`config.mk`:
```
export PLATFORM = sky130hd
export DESIGN_NAME = outstanding_manager_flat
export DESIGN_NICKNAME = d
export VERILOG_FILES = /design/src/rtl/outstanding_manager_if.sv /design/src/rtl/outstanding_manager.sv /design/src/flat_wrapper.sv
export SDC_FILE = /design/constraint.sdc
export NUM_CORES = 1
export LEC_CHECK = 0
export CAP_MARGIN = 20
export CORE_AREA = 2 2 190 211
export CTS_CLUSTER_SIZE = 14
export DETAILED_ROUTE_END_ITERATION = 6
export DIE_AREA = 0 0 192 213
export GPL_ROUTABILITY_DRIVEN = 0
export PLACE_DENSITY = 0.56
export SKIP_LAST_GASP = 1
export SLEW_MARGIN = 20
export SYNTH_ARGS = -nofsm -noshare
export SYNTH_HDL_FRONTEND = slang
export SYNTH_SLANG_ARGS = --single-unit
```
`constraint.sdc`:
```
create_clock -name clk -period 3.4 [get_ports clk]
set_clock_uncertainty 0.1 [all_clocks]
set_input_delay 0.68 -clock clk [delete_from_list [all_inputs] [get_ports clk]]
set_output_delay 0.68 -clock clk [all_outputs]
set_load 0.02 [all_outputs]
```
`src/rtl/outstanding_manager_if.sv`:
```
// outstanding_manager_if
// Groups every handshake and bus signal of the outstanding manager.
//   cmd_*            : local command port (sequencer -> manager)
//   req_*            : request channel (manager -> fabric)
//   rsp_*            : response strobe (fabric -> manager), no back-pressure
//   cpl_*            : completion port (manager -> sequencer)
//   outstanding_cnt  : number of non-FREE tracker entries
//   err_unexpected_id: one-cycle pulse on a response that matches no entry
// Modport master is the manager side. Modport slave is the surrounding
// sequencer/fabric side.
interface outstanding_manager_if #(
  parameter int ADDR_WIDTH      = 8,
  parameter int DATA_WIDTH      = 32,
  parameter int ID_WIDTH        = 4,
  parameter int MAX_OUTSTANDING = 4
);
  localparam int CNT_WIDTH = $clog2(MAX_OUTSTANDING + 1);

  logic                  cmd_valid;
  logic                  cmd_ready;
  logic                  cmd_write;
  logic [ADDR_WIDTH-1:0] cmd_addr;
  logic [DATA_WIDTH-1:0] cmd_data;

  logic                  req_valid;
  logic                  req_ready;
  logic                  req_write;
  logic [ADDR_WIDTH-1:0] req_addr;
  logic [DATA_WIDTH-1:0] req_data;
  logic [ID_WIDTH-1:0]   req_id;

  logic                  rsp_valid;
  logic [ID_WIDTH-1:0]   rsp_id;
  logic [DATA_WIDTH-1:0] rsp_data;
  logic                  rsp_resp;

  logic                  cpl_valid;
  logic                  cpl_ready;
  logic                  cpl_write;
  logic [ID_WIDTH-1:0]   cpl_id;
  logic [ADDR_WIDTH-1:0] cpl_addr;
  logic [DATA_WIDTH-1:0] cpl_data;
  logic                  cpl_resp;
  logic                  cpl_timeout;

  logic [CNT_WIDTH-1:0]  outstanding_cnt;
  logic                  err_unexpected_id;

  modport master (
    input  cmd_valid, cmd_write, cmd_addr, cmd_data,
    output cmd_ready,
    output req_valid, req_write, req_addr, req_data, req_id,
    input  req_ready,
    input  rsp_valid, rsp_id, rsp_data, rsp_resp,
    output cpl_valid, cpl_write, cpl_id, cpl_addr, cpl_data, cpl_resp, cpl_timeout,
    input  cpl_ready,
    output outstanding_cnt, err_unexpected_id
  );

  modport slave (
    output cmd_valid, cmd_write, cmd_addr, cmd_data,
    input  cmd_ready,
    input  req_valid, req_write, req_addr, req_data, req_id,
    output req_ready,
    output rsp_valid, rsp_id, rsp_data, rsp_resp,
    input  cpl_valid, cpl_write, cpl_id, cpl_addr, cpl_data, cpl_resp, cpl_timeout,
    output cpl_ready,
    input  outstanding_cnt, err_unexpected_id
  );
endinterface

```
`src/rtl/outstanding_manager.sv`:
```
// outstanding_manager
// Multi-outstanding bus manager. Commands are tagged with the index of the
// tracker entry they occupy, issued on the request channel, and matched
// against out-of-order responses by ID. One completion is returned per
// command; a command that sees no response within TIMEOUT_CYCLES completes
// with a timeout flag and its slot is parked as ZOMBIE until the late
// response shows up.
// Ports:
//   clk  : clock, all logic on posedge
//   rst  : synchronous active-high reset
//   bus  : outstanding_manager_if.master (cmd/req/rsp/cpl channels, status)
// The interface parameters must match the module parameters.
module outstanding_manager #(
  parameter int ADDR_WIDTH      = 8,
  parameter int DATA_WIDTH      = 32,
  parameter int ID_WIDTH        = 4,
  parameter int MAX_OUTSTANDING = 4,
  parameter int TIMEOUT_CYCLES  = 64
) (
  input  logic                  clk,
  input  logic                  rst,
  outstanding_manager_if.master bus
);
  localparam int CNT_WIDTH = $clog2(MAX_OUTSTANDING + 1);
  localparam int TMO_WIDTH = $clog2(TIMEOUT_CYCLES + 1);
  // The counter is cleared in the allocation cycle, so the entry must leave
  // ISSUED on the edge where it holds TIMEOUT_CYCLES-2 for DONE to be
  // visible exactly TIMEOUT_CYCLES cycles after the command handshake.
  localparam logic [TMO_WIDTH-1:0] TMO_LAST = TMO_WIDTH'(TIMEOUT_CYCLES - 2);

  typedef enum logic [1:0] {
    ST_FREE,
    ST_ISSUED,
    ST_DONE,
    ST_ZOMBIE
  } entry_state_t;

  entry_state_t          state_q [MAX_OUTSTANDING];
  entry_state_t          state_d [MAX_OUTSTANDING];
  logic                  write_q [MAX_OUTSTANDING];
  logic                  write_d [MAX_OUTSTANDING];
  logic [ADDR_WIDTH-1:0] addr_q  [MAX_OUTSTANDING];
  logic [ADDR_WIDTH-1:0] addr_d  [MAX_OUTSTANDING];
  logic [DATA_WIDTH-1:0] data_q  [MAX_OUTSTANDING];
  logic [DATA_WIDTH-1:0] data_d  [MAX_OUTSTANDING];
  logic                  resp_q  [MAX_OUTSTANDING];
  logic                  resp_d  [MAX_OUTSTANDING];
  logic                  tmo_q   [MAX_OUTSTANDING];
  logic                  tmo_d   [MAX_OUTSTANDING];
  logic [TMO_WIDTH-1:0]  ctr_q   [MAX_OUTSTANDING];
  logic [TMO_WIDTH-1:0]  ctr_d   [MAX_OUTSTANDING];

  logic                  req_valid_q, req_valid_d;
  logic                  req_write_q, req_write_d;
  logic [ADDR_WIDTH-1:0] req_addr_q,  req_addr_d;
  logic [DATA_WIDTH-1:0] req_data_q,  req_data_d;
  logic [ID_WIDTH-1:0]   req_id_q,    req_id_d;
  logic                  err_q,       err_d;

  logic                  free_found;
  logic [ID_WIDTH-1:0]   free_idx;
  logic                  done_found;
  logic [ID_WIDTH-1:0]   done_idx;
  logic                  rsp_known;
  logic [CNT_WIDTH-1:0]  busy_cnt;
  logic                  cpl_write, cpl_resp, cpl_timeout;
  logic [ADDR_WIDTH-1:0] cpl_addr;
  logic [DATA_WIDTH-1:0] cpl_data;
  logic                  cmd_ready, cmd_fire, cpl_fire;

  // Scanning from the top index down lets the lowest matching entry win.
  always_comb begin
    free_found  = 1'b0;
    free_idx    = '0;
    done_found  = 1'b0;
    done_idx    = '0;
    rsp_known   = 1'b0;
    busy_cnt    = '0;
    cpl_write   = 1'b0;
    cpl_addr    = '0;
    cpl_data    = '0;
    cpl_resp    = 1'b0;
    cpl_timeout = 1'b0;
    for (int i = MAX_OUTSTANDING - 1; i >= 0; i--) begin
      if (state_q[i] == ST_FREE) begin
        free_found = 1'b1;
        free_idx   = ID_WIDTH'(i);
      end else begin
        busy_cnt = busy_cnt + CNT_WIDTH'(1);
      end
      if (state_q[i] == ST_DONE) begin
        done_found  = 1'b1;
        done_idx    = ID_WIDTH'(i);
        cpl_write   = write_q[i];
        cpl_addr    = addr_q[i];
        cpl_data    = data_q[i];
        cpl_resp    = resp_q[i];
        cpl_timeout = tmo_q[i];
      end
      if ((bus.rsp_id == ID_WIDTH'(i)) &&
          ((state_q[i] == ST_ISSUED) || (state_q[i] == ST_ZOMBIE))) begin
        rsp_known = 1'b1;
      end
    end
  end

  // A new command may only be taken when the request register can accept it.
  assign cmd_ready = free_found && (!req_valid_q || bus.req_ready);
  assign cmd_fire  = bus.cmd_valid && cmd_ready;
  assign cpl_fire  = done_found && bus.cpl_ready;

  // Per-entry next state. Allocation, response and completion always target
  // entries in different states, so they never collide on one entry.
  always_comb begin
    for (int i = 0; i < MAX_OUTSTANDING; i++) begin
      state_d[i] = state_q[i];
      write_d[i] = write_q[i];
      addr_d[i]  = addr_q[i];
      data_d[i]  = data_q[i];
      resp_d[i]  = resp_q[i];
      tmo_d[i]   = tmo_q[i];
      ctr_d[i]   = ctr_q[i];
      case (state_q[i])
        ST_FREE: begin
          if (cmd_fire && (free_idx == ID_WIDTH'(i))) begin
            state_d[i] = ST_ISSUED;
            write_d[i] = bus.cmd_write;
            addr_d[i]  = bus.cmd_addr;
            data_d[i]  = bus.cmd_data;
            resp_d[i]  = 1'b0;
            tmo_d[i]   = 1'b0;
            ctr_d[i]   = '0;
          end
        end
        ST_ISSUED: begin
          // A response landing on the timeout edge takes priority.
          if (bus.rsp_valid && (bus.rsp_id == ID_WIDTH'(i))) begin
            state_d[i] = ST_DONE;
            resp_d[i]  = bus.rsp_resp;
            if (!write_q[i]) begin
              data_d[i] = bus.rsp_data;
            end
          end else if (ctr_q[i] == TMO_LAST) begin
            state_d[i] = ST_DONE;
            resp_d[i]  = 1'b1;
            tmo_d[i]   = 1'b1;
          end else begin
            ctr_d[i] = ctr_q[i] + TMO_WIDTH'(1);
          end
        end
        ST_DONE: begin
          if (cpl_fire && (done_idx == ID_WIDTH'(i))) begin
            state_d[i] = tmo_q[i] ? ST_ZOMBIE : ST_FREE;
          end
        end
        ST_ZOMBIE: begin
          if (bus.rsp_valid && (bus.rsp_id == ID_WIDTH'(i))) begin
            state_d[i] = ST_FREE;
          end
        end
        default: state_d[i] = ST_FREE;
      endcase
    end
  end

  // Request register; a command accepted in the same cycle as a request
  // handshake refills it directly so back-to-back issue has no bubble.
  always_comb begin
    req_valid_d = req_valid_q;
    req_write_d = req_write_q;
    req_addr_d  = req_addr_q;
    req_data_d  = req_data_q;
    req_id_d    = req_id_q;
    if (cmd_fire) begin
      req_valid_d = 1'b1;
      req_write_d = bus.cmd_write;
      req_addr_d  = bus.cmd_addr;
      req_data_d  = bus.cmd_data;
      req_id_d    = free_idx;
    end else if (bus.req_ready) begin
      req_valid_d = 1'b0;
    end
    err_d = bus.rsp_valid && !rsp_known;
  end

  always_ff @(posedge clk) begin
    if (rst) begin
      for (int i = 0; i < MAX_OUTSTANDING; i++) begin
        state_q[i] <= ST_FREE;
        write_q[i] <= 1'b0;
        addr_q[i]  <= '0;
        data_q[i]  <= '0;
        resp_q[i]  <= 1'b0;
        tmo_q[i]   <= 1'b0;
        ctr_q[i]   <= '0;
      end
      req_valid_q <= 1'b0;
      req_write_q <= 1'b0;
      req_addr_q  <= '0;
      req_data_q  <= '0;
      req_id_q    <= '0;
      err_q       <= 1'b0;
    end else begin
      for (int i = 0; i < MAX_OUTSTANDING; i++) begin
        state_q[i] <= state_d[i];
        write_q[i] <= write_d[i];
        addr_q[i]  <= addr_d[i];
        data_q[i]  <= data_d[i];
        resp_q[i]  <= resp_d[i];
        tmo_q[i]   <= tmo_d[i];
        ctr_q[i]   <= ctr_d[i];
      end
      req_valid_q <= req_valid_d;
      req_write_q <= req_write_d;
      req_addr_q  <= req_addr_d;
      req_data_q  <= req_data_d;
      req_id_q    <= req_id_d;
      err_q       <= err_d;
    end
  end

  assign bus.cmd_ready         = cmd_ready;
  assign bus.req_valid         = req_valid_q;
  assign bus.req_write         = req_write_q;
  assign bus.req_addr          = req_addr_q;
  assign bus.req_data          = req_data_q;
  assign bus.req_id            = req_id_q;
  assign bus.cpl_valid         = done_found;
  assign bus.cpl_write         = cpl_write;
  assign bus.cpl_id            = done_idx;
  assign bus.cpl_addr          = cpl_addr;
  assign bus.cpl_data          = cpl_data;
  assign bus.cpl_resp          = cpl_resp;
  assign bus.cpl_timeout       = cpl_timeout;
  assign bus.outstanding_cnt   = busy_cnt;
  assign bus.err_unexpected_id = err_q;
endmodule

```
`src/flat_wrapper.sv`:
```
// flat-port wrapper written by rule: the top's interface ports become plain ports
module outstanding_manager_flat 
#(
  parameter int ADDR_WIDTH      = 8,
  parameter int DATA_WIDTH      = 32,
  parameter int ID_WIDTH        = 4,
  parameter int MAX_OUTSTANDING = 4,
  parameter int TIMEOUT_CYCLES  = 64
)
  (clk, rst, bus_cmd_valid, bus_cmd_write, bus_cmd_addr, bus_cmd_data, bus_cmd_ready, bus_req_valid, bus_req_write, bus_req_addr, bus_req_data, bus_req_id, bus_req_ready, bus_rsp_valid, bus_rsp_id, bus_rsp_data, bus_rsp_resp, bus_cpl_valid, bus_cpl_write, bus_cpl_id, bus_cpl_addr, bus_cpl_data, bus_cpl_resp, bus_cpl_timeout, bus_cpl_ready, bus_outstanding_cnt, bus_err_unexpected_id);
  outstanding_manager_if #(.ADDR_WIDTH(ADDR_WIDTH), .DATA_WIDTH(DATA_WIDTH), .ID_WIDTH(ID_WIDTH), .MAX_OUTSTANDING(MAX_OUTSTANDING)) bus_i ();
  input  logic clk;
  input  logic rst;
  input wire logic [$bits(bus_i.cmd_valid)-1:0] bus_cmd_valid;
  input wire logic [$bits(bus_i.cmd_write)-1:0] bus_cmd_write;
  input wire logic [$bits(bus_i.cmd_addr)-1:0] bus_cmd_addr;
  input wire logic [$bits(bus_i.cmd_data)-1:0] bus_cmd_data;
  output wire logic [$bits(bus_i.cmd_ready)-1:0] bus_cmd_ready;
  output wire logic [$bits(bus_i.req_valid)-1:0] bus_req_valid;
  output wire logic [$bits(bus_i.req_write)-1:0] bus_req_write;
  output wire logic [$bits(bus_i.req_addr)-1:0] bus_req_addr;
  output wire logic [$bits(bus_i.req_data)-1:0] bus_req_data;
  output wire logic [$bits(bus_i.req_id)-1:0] bus_req_id;
  input wire logic [$bits(bus_i.req_ready)-1:0] bus_req_ready;
  input wire logic [$bits(bus_i.rsp_valid)-1:0] bus_rsp_valid;
  input wire logic [$bits(bus_i.rsp_id)-1:0] bus_rsp_id;
  input wire logic [$bits(bus_i.rsp_data)-1:0] bus_rsp_data;
  input wire logic [$bits(bus_i.rsp_resp)-1:0] bus_rsp_resp;
  output wire logic [$bits(bus_i.cpl_valid)-1:0] bus_cpl_valid;
  output wire logic [$bits(bus_i.cpl_write)-1:0] bus_cpl_write;
  output wire logic [$bits(bus_i.cpl_id)-1:0] bus_cpl_id;
  output wire logic [$bits(bus_i.cpl_addr)-1:0] bus_cpl_addr;
  output wire logic [$bits(bus_i.cpl_data)-1:0] bus_cpl_data;
  output wire logic [$bits(bus_i.cpl_resp)-1:0] bus_cpl_resp;
  output wire logic [$bits(bus_i.cpl_timeout)-1:0] bus_cpl_timeout;
  input wire logic [$bits(bus_i.cpl_ready)-1:0] bus_cpl_ready;
  output wire logic [$bits(bus_i.outstanding_cnt)-1:0] bus_outstanding_cnt;
  output wire logic [$bits(bus_i.err_unexpected_id)-1:0] bus_err_unexpected_id;
  assign bus_i.cmd_valid = bus_cmd_valid;
  assign bus_i.cmd_write = bus_cmd_write;
  assign bus_i.cmd_addr = bus_cmd_addr;
  assign bus_i.cmd_data = bus_cmd_data;
  assign bus_cmd_ready = bus_i.cmd_ready;
  assign bus_req_valid = bus_i.req_valid;
  assign bus_req_write = bus_i.req_write;
  assign bus_req_addr = bus_i.req_addr;
  assign bus_req_data = bus_i.req_data;
  assign bus_req_id = bus_i.req_id;
  assign bus_i.req_ready = bus_req_ready;
  assign bus_i.rsp_valid = bus_rsp_valid;
  assign bus_i.rsp_id = bus_rsp_id;
  assign bus_i.rsp_data = bus_rsp_data;
  assign bus_i.rsp_resp = bus_rsp_resp;
  assign bus_cpl_valid = bus_i.cpl_valid;
  assign bus_cpl_write = bus_i.cpl_write;
  assign bus_cpl_id = bus_i.cpl_id;
  assign bus_cpl_addr = bus_i.cpl_addr;
  assign bus_cpl_data = bus_i.cpl_data;
  assign bus_cpl_resp = bus_i.cpl_resp;
  assign bus_cpl_timeout = bus_i.cpl_timeout;
  assign bus_i.cpl_ready = bus_cpl_ready;
  assign bus_outstanding_cnt = bus_i.outstanding_cnt;
  assign bus_err_unexpected_id = bus_i.err_unexpected_id;
  outstanding_manager #(.ADDR_WIDTH(ADDR_WIDTH), .DATA_WIDTH(DATA_WIDTH), .ID_WIDTH(ID_WIDTH), .MAX_OUTSTANDING(MAX_OUTSTANDING), .TIMEOUT_CYCLES(TIMEOUT_CYCLES)) u_core (.clk(clk), .rst(rst), .bus(bus_i));
endmodule
```
==> impl_metrics.ini, run 1 <==
[run_status]
outcome = finished clean

[floorplanning]
core-area_mm2 = 0.03880
rows = 76
pin_count = 183
die_h_um = 213
dieArea_mm2 = 0.04090
start_util = 0.3453
dieWidth_um = 192

[setup_path]
crit_type = register to output port
worstSetupStartpointType = register
required_ps = 2620
worstPathCellList = inv_1 > ha_2 > buf_4 > buf_4 > nor2_1 > nor3_1 > clkdlybuf4s50_1
critPathCaptureType = output port
worstPathMaxFanout = 12
crit_slowest_cell = clkdlybuf4s50_1
arrival_ps = 2520
path_common_cell = buf_4
max_stage_delay_ps = 630

[logic_synthesis]
synth_commonest_cells = 253 x dfxtp_1, 237 x nand2_1, 224 x a21oi_1
yosysUniqueCellTypes = 58
syn_area_mm2 = 0.01340
synth_edf_count = 0
yosys_warnings = 0
synth_area_per_cell_um2 = 8.265
netlist.area_leader.share = 0.3780
synthTopCellsByArea = dfxtp_1 38%, mux2i_1 10%, a21oi_1 8.4%, nand2_1 6.6%, a211oi_2 5.2%
synth_async_sr_flop_share = 0
synth_top_area_cell = dfxtp_1
ys_ff_latch = 253
ys_seq_area_frac = 0.3780
synth_most_common_cell = dfxtp_1
synth_ff_type = dfxtp_1
syn-instance-count = 1621

[timing]
setup_viol = 0
hold_violations = 0
fin_crit_sh = 0.9718
clock.fmax_ghz = 0.3027
min_period_ps = 3304
setup_slack_ps = 95.93
maxSlewViolCount = 0
tightestPinTransition_ps = 813.2
rsz0062_at_grt = yes
hold-worst-slack_ps = 354.7
slew_headroom = 0.4579

[power]
seqPwrFrac = 0.332
swShare = 0.3747
pwr-share-clk = 0.276
comb_power_share = 0.393
peakVddDrop_uv = 389.5
power.leakage_nw = 5.785
power.switching_mw = 4.549
power_density_mw_per_mm2 = 714.1
p_int_mw = 7.593

[global_routing]
gr-total-overflow = 0
grt_use_total = 0.2088
antenna_found_initial = 1
grt_max_degree = 102
grt_pass1_wl_um = 68150
grt_pass1_vias = 12310

[drt]
drt-total-wl_um = 43410
postRouteAntennaNets = 0
vias_per_cell = 5.484
vias = 12540
first_iter_violations = 770
detail_route.wl_per_cell_um = 18.99
drc = 0
drt_first_pass_iters = 5

[clock_network]
tritoncts = yes
clkTransAtPathRegs_ps = 70
cts-root-buf = clkbuf_16
htreeDepth = 1
cts.sinks = 253
numCtsBuffers = 29
clockBufferDepth = 3
clock_latency_ps = 570

[layout]
fillCellCount = 3881
n_antenna_cell = 0
postLayoutCoreUtil = 0.4382
num-nets-final = 1870
syn_to_final_growth_pct = 26.91
layout-drive-gt1-share = 0.1214

[worst_hold_path]
hold_class = register to register

[place]
port_buffers = 178
place_ws_ps = 142.0
dp_hpwl_um = 27800

[flow_run]
drv_cap = 0
-- worst max-delay path, delay by kind of cell, from the launching register on --
kind,cells,cell delay [ps]
buffers and inverters,4,1140
adder cells (fa/ha/maj),1,260
flip-flops,1,350
AND/OR/NAND/NOR,2,200
-- flip-flops by register name (all words and copies together) (netlist names) --
register and cells:
u_core.ctr_q 28, u_core.bus.err_unexpected_id 1, u_core.bus.req_id 2, u_core.bus.req_valid 1, u_core.state_q 8, u_core.addr_q 32, u_core.data_q 128, u_core.bus.req_addr 8
u_core.write_q 4, u_core.bus.req_data 32, u_core.resp_q 4, u_core.tmo_q 4, u_core.bus.req_write 1
-- through the flow --
stage	TNS [ps]	cell area (µm²)	power, mW	cells
6_report	0	17000	12.14	2286
5_1_grt	-140.4	17000	12.88	2286
4_1_cts	-251.5	16950	12.18	2284
3_5_place_dp	0	15910	8.770	2228
3_3_place_gp	0	15910	8.651	2228
2_1_floorplan	0	13410	7.252	1624
-- layer usage --
| layer | GRT usage | share of wire | up-vias |
|---|---|---|---|
| li1 | - | - | 6131 |
| met1 | 0.2772 | 0.46 | 6035 |
| met2 | 0.3573 | 0.48 | 309 |
| met3 | 0.03057 | 0.050 | 60 |
| met4 | 0.04791 | 0.017 | 2 |
| met5 | 0 | 0.00030 | - |
-- power by group through the flow --
| stage | clock network (mW) | logic, mW | registers [mW] |
|---|---|---|---|
| final | 3.35 | 4.77 | 4.03 |
| after CTS | 3.43 | 4.73 | 4.02 |
| after floorplan | 0 | 3.22 | 4.03 |
| after global placement | 0 | 4.60 | 4.05 |
| after global routing | 3.54 | 5.22 | 4.11 |
| after detailed placement | 0 | 4.70 | 4.07 |
-- layout make-up --
class / instances / area, µm² / share of cell area
multi-input combinational: 1207 / 7782 / 0.4577
sequential: 253 / 5069 / 0.2981
timing repair buffer: 243 / 2415 / 0.1420
clock buffer: 40 / 847.1 / 0.04982
tap: 507 / 634.4 / 0.03731
clock inverter: 13 / 168.9 / 0.009934
inverter: 23 / 86.33 / 0.005078
-- layout by cell type (no fill, tap or decap), types with 7 or more instances in the layout --
cell type / n
or3_1: 10
mux2i_1: 137
nand2b_1: 11
nor3_1: 17
buf_4: 48
a211oi_1: 49
nand4b_1: 8
buf_12: 13
nand3b_1: 47
clkdlybuf4s50_1: 129
nand4_1: 9
a21oi_1: 224
a311oi_1: 33
nor2_1: 131
ha_2: 7
clkbuf_16: 30
ha_1: 17
inv_1: 21
nand2_1: 237
a211oi_2: 56
dfxtp_1: 250
o21ai_0: 65
dlygate4sd2_1: 37
nand3_1: 28
clkbuf_2: 8
a31oi_1: 11
clkbuf_8: 8
o21a_1: 7
clkinv_2: 8
-- what timing repair did --
action                     CTS  global route
hold buffers                 0             0
pin swaps                    1             1
setup endpoints to repair   49            77
setup buffers                3             1
gates resized for setup     55            40
gates cloned                 0             1
-- worst paths after layout --
path                                      startpoint                  end  slack (ps)  depth (start not counted)
worst max-delay path            u_core.state_q[3][0]        bus_cpl_id[1]         100                          7
worst min-delay path             u_core.addr_q[3][4]  u_core.addr_q[3][4]         350                          2
worst max register to register  u_core.state_q[2][1]  u_core.data_q[3][1]         280                         10
worst min register to register   u_core.addr_q[3][4]  u_core.addr_q[3][4]         350                          2
-- logic make-up (layout without fill, tap and decap cells) --
kind of cell | after synthesis | after routing | synth area share
and+or+nand+nor | 534 | 534 | 0.1862
DFF | 253 | 253 | 0.3780
muxes | 138 | 138 | 0.1032
buffers and inverters | 164 | 319 | 0.05267
adders and majority gates | 29 | 29 | 0.02708
other | 1 | 4 | 0.0002799
xor gates and xnor gates | 3 | 3 | 0.001962
AOI/OAI and AO/OA | 499 | 499 | 0.2506
No activity file was read; power rests on OpenSTA's default activity.
==> run 2: changes to the inputs <==
--- a/config.mk
+++ b/config.mk
@@ -7,6 +7,7 @@
 export LEC_CHECK = 0
 export CAP_MARGIN = 20
 export CORE_AREA = 2 2 190 211
+export CTS_CLUSTER_DIAMETER = 30
 export CTS_CLUSTER_SIZE = 14
 export DETAILED_ROUTE_END_ITERATION = 6
 export DIE_AREA = 0 0 192 213
==> run 2 against run 1 <==
  * First-iteration DRC count is 0.91% lower
  * Sequential share of layout area is 2.5 points lower
  * Clock power is 110% higher
  * Critical path type unchanged
  * Critical endpoint is now bus_outstanding_cnt[1]
  * Largest power group is now clock
==> impl_metrics.ini, run 2 (same netlist as run 1, synthesis figures left out) <==
[setup_path]
crit_slowest_cell = ha_2
worstPathMaxFanout = 5
crit_type = register to output port
arrival_ps = 2570
worstPathCellList = inv_1 > ha_2 > inv_1 > ha_2 > xnor2_2 > ha_1 > mux2_2 > clkbuf_2
critPathCaptureType = output port
max_stage_delay_ps = 370
worstSetupStartpointType = register
required_ps = 2620

[drt]
vias_per_cell = 5.470
drt-total-wl_um = 45030
drt_first_pass_iters = 5
drc = 0
vias = 12920
first_iter_violations = 763
postRouteAntennaNets = 0
detail_route.wl_per_cell_um = 19.06

[floorplanning]
dieWidth_um = 192
start_util = 0.3453
rows = 76
die_h_um = 213
core-area_mm2 = 0.03880
dieArea_mm2 = 0.04090
pin_count = 183

[power]
p_int_mw = 10.65
power_density_mw_per_mm2 = 854.5
peakVddDrop_uv = 460.2
seqPwrFrac = 0.255
comb_power_share = 0.303
power.switching_mw = 5.200
pwr-share-clk = 0.442
power.leakage_nw = 6.553
swShare = 0.3281

[timing]
fin_crit_sh = 0.9853
maxSlewViolCount = 0
tns_ps = 0
tightestPinTransition_ps = 806.7
setup_viol = 0
hold_violations = 0
clock.fmax_ghz = 0.2985
slew_headroom = 0.4622
min_period_ps = 3350
rsz0062_at_grt = yes
setup_slack_ps = 49.86

[flow_run]
drv_cap = 0

[clock_network]
numCtsBuffers = 72
cts.sinks = 253
clkTransAtPathRegs_ps = 40
clock_latency_ps = 570
htreeDepth = 3
cts-root-buf = clkbuf_16
tritoncts = yes
hold_buffers = 0
clockBufferDepth = 3

[place]
dp_cells = 2228
place_ws_ps = 142.0
dp_hpwl_um = 27800
port_buffers = 178

[layout]
n_antenna_cell = 0
final_common_cell = dfxtp_1
num-nets-final = 1914
layoutNonFillerInstCount = 2362
layout-drive-gt1-share = 0.1482
final_cell_mix = 250 x dfxtp_1, 237 x nand2_1, 224 x a21oi_1, 137 x mux2i_1, 131 x nor2_1
largest_reg_flops = 128
syn_to_final_growth_pct = 38.46
regMostFlops = u_core.data_q

[run_status]
outcome = finished clean

[global_routing]
grt_pass1_wl_um = 69720
grt_max_degree = 102
gr-total-overflow = 0
grt_use_total = 0.2157
antenna_found_initial = 1
grt_pass1_vias = 12780

[worst_hold_path]
hold_class = register to register
run 2: routing by layer:
metal / vias up / track usage / wire length [µm]
li1: 6242 / - / -
met1: 6241 / 0.2755 / 20170
met2: 366 / 0.3590 / 21390
met3: 69 / 0.04750 / 2578
met4: 2 / 0.07370 / 875
met5: - / 0 / 13
run 2: repair_timing:
item                       CTS  global route
hold endpoints to repair     0             0
cloned                       0             2
buffers inserted             3             1
gates resized for setup     54            24
pin swaps                    1             2
setup endpoints to repair   49            42
run 2: cell type report:
class	count	area [µm²]
Fill cell	3751	20250
Multi-Input combinational cell	1207	7762
Sequential cell	253	5069
Timing Repair Buffer	244	2454
Clock buffer	106	2195
Tap cell	507	634.4
Clock inverter	22	350.3
Inverter	23	86.33
run 2: metrics by stage:
step	utilization	total power [mW]	hold WS [ps]	area, µm²
after floorplan	-	7.252	336.4	13410
after global placement	0.4100	8.651	342.0	15910
after detailed placement	0.4100	8.770	347.9	15910
after CTS	0.4763	15.86	352.8	18480
after global routing	0.4781	16.64	372.7	18550
final	0.4781	15.85	352.3	18550
run 2: path summary, 6_finish.rpt:
path                                           start                     end  slack (ps)  cells past startpoint
worst min register to register   u_core.addr_q[3][4]     u_core.addr_q[3][4]         350                      2
worst max-delay path            u_core.state_q[2][0]  bus_outstanding_cnt[1]          50                      8
worst min-delay path             u_core.addr_q[3][4]     u_core.addr_q[3][4]         350                      2
worst max register to register  u_core.state_q[2][0]    u_core.data_q[2][17]         160                     10
run 2: critical path: cells and delay by family (launching register included):
kind | cells | cell delay, ps
multiplexers | 1 | 260
buffers and inverters | 3 | 420
XOR/XNOR | 1 | 130
adder cells (fa/ha/maj) | 3 | 880
flip-flops | 1 | 320
run 2: power by group through the flow:
| stage | logic [mW] | registers (mW) | clock network (mW) |
|---|---|---|---|
| after global placement | 4.60 | 4.05 | 0 |
| after floorplan | 3.22 | 4.03 | 0 |
| final | 4.80 | 4.04 | 7.01 |
| after detailed placement | 4.70 | 4.07 | 0 |
| after global routing | 5.24 | 4.12 | 7.28 |
| after CTS | 4.73 | 4.03 | 7.09 |
==> run 3: changes to the inputs <==
--- a/config.mk
+++ b/config.mk
@@ -14,7 +14,6 @@
 export GPL_ROUTABILITY_DRIVEN = 0
 export PLACE_DENSITY = 0.56
 export SKIP_LAST_GASP = 1
-export SLEW_MARGIN = 20
 export SYNTH_ARGS = -nofsm -noshare
 export SYNTH_HDL_FRONTEND = slang
 export SYNTH_SLANG_ARGS = --single-unit
==> results of run 3 <==
Final layout, timing and power as in run 2 (identical DEF).
